--- config.mk ---
export PLATFORM = sky130hd
export DESIGN_NAME = divider16x8
export DESIGN_NICKNAME = d
export VERILOG_FILES = /design/src/rtl/divider16x8_pkg.sv /design/src/rtl/divider16x8_adder8.sv /design/src/rtl/divider16x8.sv
export SDC_FILE = /design/constraint.sdc
export NUM_CORES = 1
export LEC_CHECK = 0
export ABC_AREA = 1
export BUFFER_PORTS_ARGS = -buffer_cell sky130_fd_sc_hd__buf_2
export CORE_MARGIN = 5
export CORE_UTILIZATION = 57
export CTS_CLUSTER_DIAMETER = 150
export DETAILED_ROUTE_END_ITERATION = 8
export HOLD_SLACK_MARGIN = 0.02
export PLACE_DENSITY = 0.92
export SLEW_MARGIN = 20
export SYNTH_ARGS = -nofsm -noshare
export SYNTH_HDL_FRONTEND = slang
export SYNTH_SLANG_ARGS = --single-unit
--- constraint.sdc ---
create_clock -name clk -period 5.5 [get_ports clk]
set_input_delay 0.275 -clock clk [delete_from_list [all_inputs] [get_ports clk]]
set_output_delay 0.275 -clock clk [all_outputs]
set_load 0.02 [all_outputs]
--- src/rtl/divider16x8_pkg.sv ---
// Shared constants for the 16/8 restoring divider: control state encoding,
// widths and the last iteration index.
package divider16x8_pkg;

   localparam int STATE_W    = 2;
   localparam int DVD_W      = 16;
   localparam int DVS_W      = 8;
   localparam int CNT_W      = 5;
   localparam logic [CNT_W-1:0] CNT_LAST = 5'd15;

   // Encoding 3 is unused; the controller treats it exactly like IDLE.
   typedef enum logic [STATE_W-1:0] {
      IDLE = 2'd0,
      EXEC = 2'd1,
      DONE = 2'd2
   } state_t;

endpackage

--- src/rtl/divider16x8_adder8.sv ---
// 8-bit ripple-carry adder; the divider uses it as a subtractor (b = ~divisor, cin = 1).
module divider16x8_adder8 (
   input  logic [7:0] a,
   input  logic [7:0] b,
   input  logic       cin,
   output logic [7:0] sum,
   output logic       cout
);

   logic [8:0] carry;

   assign carry[0] = cin;

   generate
      for (genvar gi = 0; gi < 8; gi++) begin : g_bit
         assign sum[gi]     = a[gi] ^ b[gi] ^ carry[gi];
         assign carry[gi+1] = (a[gi] & b[gi]) | (carry[gi] & (a[gi] ^ b[gi]));
      end
   endgenerate

   assign cout = carry[8];

endmodule

--- src/rtl/divider16x8.sv ---
// Bit-serial restoring divider: 16-bit dividend / 8-bit divisor, one quotient
// bit per clock, with a start/busy/done handshake.
module divider16x8
   import divider16x8_pkg::*;
(
   input  logic        clk,
   input  logic        areset,
   input  logic        start,
   input  logic [15:0] dividend,
   input  logic [7:0]  divisor,
   output logic [15:0] quotient,
   output logic [7:0]  remainder,
   output logic        busy,
   output logic        done,
   output logic        div_by_zero
);

   state_t           state_reg, state_next;
   logic [15:0]      q_reg, q_next;
   logic [7:0]       d_reg, d_next;
   // The partial remainder's ninth bit is always zero after an update, so
   // only the low byte is kept; the shifted-in top bit lives in r_shift.
   logic [7:0]       r_reg, r_next;
   logic [CNT_W-1:0] count_reg, count_next;
   logic             dbz_reg, dbz_next;

   logic [8:0]       r_shift;
   logic [7:0]       diff;
   logic             no_borrow;
   logic             qbit;

   assign r_shift = {r_reg, q_reg[15]};

   divider16x8_adder8 u_sub (
      .a    (r_shift[7:0]),
      .b    (~d_reg),
      .cin  (1'b1),
      .sum  (diff),
      .cout (no_borrow)
   );

   // A set ninth bit means R' >= 256 > D, so the subtraction always fits.
   assign qbit = r_shift[8] | no_borrow;

   always_comb begin
      state_next = state_reg;
      q_next     = q_reg;
      d_next     = d_reg;
      r_next     = r_reg;
      count_next = count_reg;
      dbz_next   = dbz_reg;
      case (state_reg)
         EXEC: begin
            q_next     = {q_reg[14:0], qbit};
            r_next     = qbit ? diff : r_shift[7:0];
            count_next = count_reg + 5'd1;
            if (count_reg == CNT_LAST) begin
               state_next = DONE;
            end
         end
         DONE: begin
            state_next = IDLE;
         end
         default: begin
            if (start) begin
               q_next     = dividend;
               d_next     = divisor;
               r_next     = 8'd0;
               count_next = '0;
               dbz_next   = 1'b0;
               if (divisor == 8'd0) begin
                  q_next     = 16'hFFFF;
                  r_next     = dividend[7:0];
                  dbz_next   = 1'b1;
                  state_next = DONE;
               end else begin
                  state_next = EXEC;
               end
            end
         end
      endcase
   end

   always_ff @(posedge clk) begin
      if (areset) begin
         state_reg <= IDLE;
         q_reg     <= '0;
         d_reg     <= '0;
         r_reg     <= '0;
         count_reg <= '0;
         dbz_reg   <= 1'b0;
      end else begin
         state_reg <= state_next;
         q_reg     <= q_next;
         d_reg     <= d_next;
         r_reg     <= r_next;
         count_reg <= count_next;
         dbz_reg   <= dbz_next;
      end
   end

   assign quotient    = q_reg;
   assign remainder   = r_reg;
   assign busy        = (state_reg == EXEC) || (state_reg == DONE);
   assign done        = (state_reg == DONE);
   assign div_by_zero = dbz_reg;

endmodule

## Yosys cells after proc, flatten, opt, wreduce, memory -nomap -nowiden

Cells that the tools add are included.

| storage, ports and cells | value |
|---|---|
| input port bits | 27 |
| output and inout port bits | 27 |
| word-level logic and storage cells | 76 |
| register bits after elaboration | 40 |

| cells by class | value |
|---|---|
| bitwise operators | 43 |
| eq/ne operators | 4 |
| reduce and logical (&&, ||, !) cells | 8 |
| add/subtract/negate cells | 1 |
| mux-type cells | 14 |

Operators with widths:

| cell | number |
|---|---|
| 16-bit 2-to-1 mux | 2 |
| 16-bit case mux with 2 select lines | 1 |
| 8-bit 2-to-1 mux | 3 |
| 8-bit case mux with 2 select lines | 1 |
| 1-bit AND | 15 |
| 1-bit bitwise XOR | 15 |
| 5-bit case mux with 2 select lines | 1 |
| 1-bit bitwise OR | 9 |
| 8-bit zero test | 1 |
| 8-bit inverter | 1 |
| 2-bit 2-to-1 mux | 3 |
| 2-bit AND reduction | 3 |
| 5-bit by 1-bit adder with 5-bit output (second input constant) | 1 |
| 5-bit by 4-bit equality test with 1-bit output (second input constant) | 1 |
| 5-bit 2-to-1 mux | 1 |
| 2-bit case mux with 2 select lines | 1 |
| 1-bit inverter | 3 |
| 3-bit nonzero test | 1 |
| 2-bit by 1-bit equality test with 1-bit output (second input constant) | 1 |
| 2-bit equality test (second input constant) | 1 |
| 2-bit inequality test (second input constant) | 1 |
| 2-bit nonzero test | 1 |
| 2-bit OR reduction | 1 |
| 1-bit logical OR | 1 |
| 1-bit 2-to-1 mux | 1 |

## Depth between registers and ports, before layout

| depth | value |
|---|---|
| word-level depth | 20 |
| depth in mapped cells | 19 |
| depth with buffers taken out | 18 |

## Hierarchy

A second synthesis with hierarchy kept.

| second synthesis, totals | value |
|---|---|
| cell total of the unflattened synthesis | 323 |
| area total of the unflattened synthesis | 2238.4 um^2 |

By module, submodules not included:

| module | times used | area each (um^2) | cells an instance |
|---|---|---|---|
| divider16x8 | 1 | 2040.7 | 305 |
| divider16x8_adder8 | 1 | 197.7 | 18 |

## Worst setup path after synthesis

OpenSTA, ideal clock, no wires.

| path | value |
|---|---|
| path kind | reg-to-reg |
| start point | reg q_reg[15] (netlist: quotient[15]) |
| end point | reg r_reg[7] (netlist: remainder[7]) |
| arrival | 3494 ps |
| stages on the path, launching flop included | 15 |
| path buffers | 0 |
| slack | 1880 ps |
| path through | dfxtp_1 inv_1 ha_1 fa_1 fa_1 fa_1 fa_1 inv_1 fa_1 inv_1 fa_1 inv_1 fa_1 o21ai_0 a31oi_1 |

| on the way | value |
|---|---|
| cells in the longest elaborated chain, start to end | 19 |
| elaborated cells on any way between the ends | 21 |
| those cells by class | mux (2); bitwise (19) |

RTL lines:

| what | line | RTL |
|---|---|---|
| start: declaration | divider16x8.sv:19 | `logic [15:0] q_reg, q_next;` |
| start signal: assignment | divider16x8.sv:94 | `q_reg <= q_next;` |
| 1-bit AND or 1-bit bitwise XOR (tied branches) | divider16x8_adder8.sv:17 | `assign carry[gi+1] = (a[gi] & b[gi]) \| (carry[gi] & (a[gi] ^ b[gi]));` |
| 1-bit bitwise OR (*) | divider16x8_adder8.sv:17 |  |
| 1-bit AND (*) | divider16x8_adder8.sv:17 |  |
| 1-bit bitwise OR (*) | divider16x8_adder8.sv:17 |  |
| 1-bit AND (*) | divider16x8_adder8.sv:17 |  |
| 1-bit bitwise OR (*) | divider16x8_adder8.sv:17 |  |
| 1-bit AND (*) | divider16x8_adder8.sv:17 |  |
| 1-bit bitwise OR (*) | divider16x8_adder8.sv:17 |  |
| [... 3 more ...] | n/a |  |
| 1-bit bitwise OR (*) | divider16x8_adder8.sv:17 |  |
| 1-bit AND (*) | divider16x8_adder8.sv:17 |  |
| 1-bit bitwise OR (*) | divider16x8_adder8.sv:17 |  |
| 1-bit AND | divider16x8_adder8.sv:17 |  |
| 1-bit bitwise OR | divider16x8_adder8.sv:17 |  |
| 1-bit bitwise OR | divider16x8.sv:43 | `assign qbit = r_shift[8] \| no_borrow;` |
| 8-bit 2-to-1 mux (*) | divider16x8.sv:55 | `r_next = qbit ? diff : r_shift[7:0];` |
| 8-bit case mux with 2 select lines (*) | divider16x8.sv:52 | `case (state_reg)` |
| end signal: assignment | divider16x8.sv:96 | `r_reg <= r_next;` |
| end: declaration | divider16x8.sv:23 | `logic [7:0] r_reg, r_next;` |

Every way passes the cells marked *; elsewhere a longest branch is shown, timed or not.
A chain may end at the register's enable or synchronous reset.

## Worst setup path in the final report

| path | value |
|---|---|
| start point | reg q_reg[15] (netlist: quotient[15]) |
| end point | reg r_reg[4] (netlist: remainder[4]) |

| on the way | value |
|---|---|
| cells in the longest elaborated chain, start to end | 19 |
| elaborated cells on any way between the ends | 21 |
| those cells by class | mux (2); bitwise (19) |

RTL lines:

| what | line |
|---|---|
| 1-bit AND or 1-bit bitwise XOR (tied branches) | divider16x8_adder8.sv:17 |
| 1-bit bitwise OR (*) | divider16x8_adder8.sv:17 |
| 1-bit AND (*) | divider16x8_adder8.sv:17 |
| 1-bit bitwise OR (*) | divider16x8_adder8.sv:17 |
| 1-bit AND (*) | divider16x8_adder8.sv:17 |
| 1-bit bitwise OR (*) | divider16x8_adder8.sv:17 |
| 1-bit AND (*) | divider16x8_adder8.sv:17 |
| 1-bit bitwise OR (*) | divider16x8_adder8.sv:17 |
| [... 3 more ...] | n/a |
| 1-bit bitwise OR | divider16x8_adder8.sv:17 |
| 1-bit AND | divider16x8_adder8.sv:17 |
| 1-bit bitwise OR | divider16x8_adder8.sv:17 |
| 1-bit AND | divider16x8_adder8.sv:17 |
| 1-bit bitwise OR | divider16x8_adder8.sv:17 |
| 1-bit bitwise OR | divider16x8.sv:43 |
| 8-bit 2-to-1 mux (*) | divider16x8.sv:55 |
| 8-bit case mux with 2 select lines (*) | divider16x8.sv:52 |

Marks and branches as above.

==> results.md <==
Status:
- The run finished with clean final reports.

Finish:
- The final antenna diode count is 0.
- For this run, the post-layout net count is 403.
- At the end of the flow the core is filled with cells to 0.690.
- The layout has between 300 and 400 filler cells.
- The area of all placed cells without fillers is 0.00254 mm2.
- The register with the most flip-flops in the layout has 16 of them.
- In the final layout, the share of cells above drive strength 1 is 0.189.
- The layout overhead on the synthesized area is 16.3%.

Logic synthesis:
- The total standard cell area after synthesis is 0.00219 mm2.
- The count of yosys warnings during synthesis is 0.
- The synthesized net count is 359.
- The sequential area share after synthesis is 0.366.
- The netlist uses 20 different library cells.
- The gate count of the mapped netlist is 320.
- The register bit total from synthesis is 40.
- In this run the mean area of a mapped cell was 6.84 um2.

STA:
- The final critical-path setup slack is 1.69 ns.
- Based on the critical path, the design can be clocked at up to ~0.26 GHz.
- For the final database, setup skew stands at about 0.0091 ns.
- In the final timing run, aggregate negative setup slack is 0 ns.
- The number of failing setup endpoints in the final timing report is 0.
- The final-layout worst hold slack is 0.232 ns.
- The transition time of the tightest slew-check pin is 0.901 ns.
- The minimum clock period after layout is 3.81 ns.
- The worst-case headroom to the max-slew limit is 0.398.
- In the finished design, the share of the clock period the worst path needs comes to 0.693.
- The max-slew violation total from the final report is 0.
- The number of hold-slack violations in the final timing report is 0.
- Setup repair after global routing left no endpoint under its margin.

Floorplanning:
- The initialized floorplan defines 22 standard-cell rows.
- For this configuration, the core starts out at a cell density of 0.593.
- The die covers 0.00518 mm2.
- In this run the standard cell core region covers approximately 0.0037 mm2.
- The floorplan step set the die height to between 70 and 80 um.
- The floorplan step set the die width to approximately 70 um.
- In this run the count of I/O pins placed on the die edge is 54.

Placement:
- OpenSTA, run right after detailed placement, puts the worst setup slack at 1.80 ns.
- Input and output buffers added on the ports amount to 53.
- The placed cell area is 0.00242 mm2.
- At the end of routability-driven placement, the weighted congestion stood at 0.901.
- The HPWL after detailed placement is 3610 um.

Setup path:
- Tracing the worst setup path back leads to its startpoint at quotient[15].
- The data arrival at the endpoint of the critical path is 3.97 ns.
- The critical path data required time is around 5.7 ns.
- The worst setup path is launched from a register.
- For the worst flop-to-flop path, the logic depth is 17.
- The worst setup path is captured at a register.
- The worst register-to-register path has a setup slack of 1.69 ns.
- The critical-path maximum fanout is 12.
- The startpoint identified for the worst register-to-register timing path is quotient[15].
- The start-to-end type of the worst setup path is register to register.
- The worst setup path endpoint is remainder[4].
- The destination of the worst register-to-register timing path is remainder[4].

Clocking:
- The number of gates resized after cts is 0.
- The clock insertion delay at the later pin of the skew report is 0.30 ns.
- For this design, the CTS-stage hold fixing added 0 buffers.
- The maximum count of clock buffers along a single path is 2.
- TritonCTS built the clock tree.
- The number of clock sinks is 40.
- The maximum level of the CTS H-tree is 2.
- Clock-pin slew was measured on the worst setup and hold paths at 0.08 ns.
- The master cell of the clock root buffer is sky130_fd_sc_hd__clkbuf_8.
- The number of clock buffers inserted by TritonCTS is 5.
- The post-CTS setup-driven buffer insertion count is 0.

GRT:
- The global-route wire length before repair is 8740 um.
- Entering global routing, the biggest net connects 33 pins.
- The via count of the first global-routing pass is approximately 1900.
- The number of antenna violations at the first check in global routing is 0.
- Summed over all layers, the global routing overflow is 0.
- The all-layer global routing usage is 0.211.
- The global routing stage identified its most utilized layer as met2.
- For this run, global-route usage on met1 was measured as 0.269.
- In the global route stage, met3 resource usage came out at 0.0540.
- The met2 capacity usage during global routing is 0.341.

Detailed routing:
- Detailed routing inserted a total of 2136 vias.
- The number of vias per cell is roughly 5.2.
- The initial detailed-routing violation count is roughly 190.
- The antenna violation net count after detailed routing is 0.
- Dividing the detail-routed wire length by the instance count gives ~12 um.
- After detailed routing, the number of remaining DRC violations is 0.
- The count of TritonRoute iterations in the first routing pass is 4.
- The sum of routed wire length over all layers is 5090 um.

Worst hold path:
- The kind of path behind the tightest hold check is input port to register.

Pwr:
- In this run the static leakage power is 1.21 nW.
- In this run the power density over the cells is 621 mW/mm2.
- The maximum resistive drop on vdd is 0.304 mV.

Run:
- Max-cap violations in this run came to 0.
power by group:
group / switching [W] / internal (W) / total (W)
combinational: 0.000564 / 0.000285 / 0.000849
clock: 0.000105 / 0.000160 / 0.000266
sequential: 0.0000778 / 0.000388 / 0.000466
total: 0.000747 / 0.000834 / 0.00158
per-stage QoR:
stage | std cells | total power, W
after floorplan | 320 | 0.00114
after global placement | 405 | 0.00128
after detailed placement | 405 | 0.00130
after CTS | 413 | 0.00159
after global routing | 413 | 0.00174
final | 413 | 0.00158
cell usage in the layout, fill, tap and decap left out:
| master | synthesis | final |
|---|---|---|
| sky130_fd_sc_hd__buf_4 | 1 | 1 |
| sky130_fd_sc_hd__nor3_1 | 2 | 2 |
| sky130_fd_sc_hd__a31oi_1 | 16 | 16 |
| sky130_fd_sc_hd__inv_1 | 35 | 35 |
| sky130_fd_sc_hd__nand3_1 | 15 | 15 |
| sky130_fd_sc_hd__nor2_1 | 50 | 50 |
| sky130_fd_sc_hd__a21oi_1 | 19 | 19 |
| sky130_fd_sc_hd__ha_1 | 5 | 5 |
| sky130_fd_sc_hd__bufinv_16 | 0 | 1 |
| sky130_fd_sc_hd__fa_1 | 7 | 7 |
| sky130_fd_sc_hd__nand3_2 | 1 | 1 |
| sky130_fd_sc_hd__o21ai_0 | 14 | 14 |
| sky130_fd_sc_hd__inv_2 | 4 | 4 |
| sky130_fd_sc_hd__buf_2 | 4 | 53 |
| sky130_fd_sc_hd__nor2_4 | 1 | 1 |
| sky130_fd_sc_hd__nand2_1 | 76 | 76 |
| sky130_fd_sc_hd__clkbuf_8 | 0 | 7 |
| sky130_fd_sc_hd__dfxtp_1 | 40 | 40 |
| sky130_fd_sc_hd__o21ai_1 | 17 | 17 |
| sky130_fd_sc_hd__or2_2 | 1 | 1 |
metal layers:
layer	wire length (um)	part of all wire
met1	2230	0.44
met2	2430	0.48
met3	339	0.067
met4	95	0.019
met5	0	0
worst min-delay path by stage:
stage | cells after the start | slack [ns] | start | endpoint
after floorplan | 2 | 0.44 | count_reg[4] | count_reg[4]
after global placement | 2 | 0.45 | count_reg[4] | count_reg[4]
after detailed placement | 2 | 0.45 | count_reg[4] | count_reg[4]
after CTS | 3 | 0.23 | divisor[2] | d_reg[2]
after global routing | 3 | 0.24 | divisor[2] | d_reg[2]
final | 3 | 0.23 | divisor[2] | d_reg[2]
layout make-up:
class,count,area (um2),share of cell area
Sequential cell,40,801,0.315
Clock buffer,7,96.3,0.0379
Clock inverter,1,30.0,0.0118
Multi-Input combinational cell,224,1140,0.447
Tap cell,48,60.1,0.0236
Inverter,39,146,0.0575
Timing Repair Buffer,54,273,0.107
synth_stat cells:
library cell,count,area (um2)
sky130_fd_sc_hd__a31oi_1,16,100
sky130_fd_sc_hd__clkbuf_1,8,30.0
sky130_fd_sc_hd__buf_6,4,45.0
sky130_fd_sc_hd__nand3_2,1,10.0
sky130_fd_sc_hd__ha_1,5,62.6
sky130_fd_sc_hd__inv_1,35,131
sky130_fd_sc_hd__nand2_1,76,285
sky130_fd_sc_hd__dfxtp_1,40,801
sky130_fd_sc_hd__fa_1,7,140
sky130_fd_sc_hd__or2_2,1,6.26
sky130_fd_sc_hd__buf_4,1,7.51
sky130_fd_sc_hd__nor2_4,1,11.3
sky130_fd_sc_hd__inv_2,4,15.0
sky130_fd_sc_hd__nand3_1,15,75.1
sky130_fd_sc_hd__nor3_1,2,10.0
sky130_fd_sc_hd__a21oi_1,19,95.1
sky130_fd_sc_hd__o21ai_0,14,70.1
sky130_fd_sc_hd__o21ai_1,17,85.1
sky130_fd_sc_hd__nor2_1,50,188
sky130_fd_sc_hd__buf_2,4,20.0
worst max-delay path: stages, from the launching register on:
cell and delay, ns:
sky130_fd_sc_hd__dfxtp_1 0.35, sky130_fd_sc_hd__inv_1 0.06, sky130_fd_sc_hd__ha_1 0.20, sky130_fd_sc_hd__fa_1 0.38, sky130_fd_sc_hd__fa_1 0.39, sky130_fd_sc_hd__fa_1 0.38
sky130_fd_sc_hd__fa_1 0.37, sky130_fd_sc_hd__inv_1 0.08, sky130_fd_sc_hd__fa_1 0.16, sky130_fd_sc_hd__inv_1 0.06, sky130_fd_sc_hd__fa_1 0.35, sky130_fd_sc_hd__inv_1 0.08
sky130_fd_sc_hd__fa_1 0.18, sky130_fd_sc_hd__nor2_1 0.16, sky130_fd_sc_hd__inv_1 0.21, sky130_fd_sc_hd__nand2_1 0.09, sky130_fd_sc_hd__nand3_1 0.08, sky130_fd_sc_hd__a31oi_1 0.09
kinds of logic (layout without fill, tap and decap cells):
group / after synthesis / count (layout) / share of synthesized area
adder cells (fa/ha/maj): 12 / 12 / 0.0926
flip-flops: 40 / 40 / 0.366
AND/OR/NAND/NOR: 146 / 146 / 0.268
buffers and inverters: 56 / 101 / 0.114
AO/OA/AOI/OAI: 66 / 66 / 0.160
Note: power is estimated with default switching activity, not from simulation.
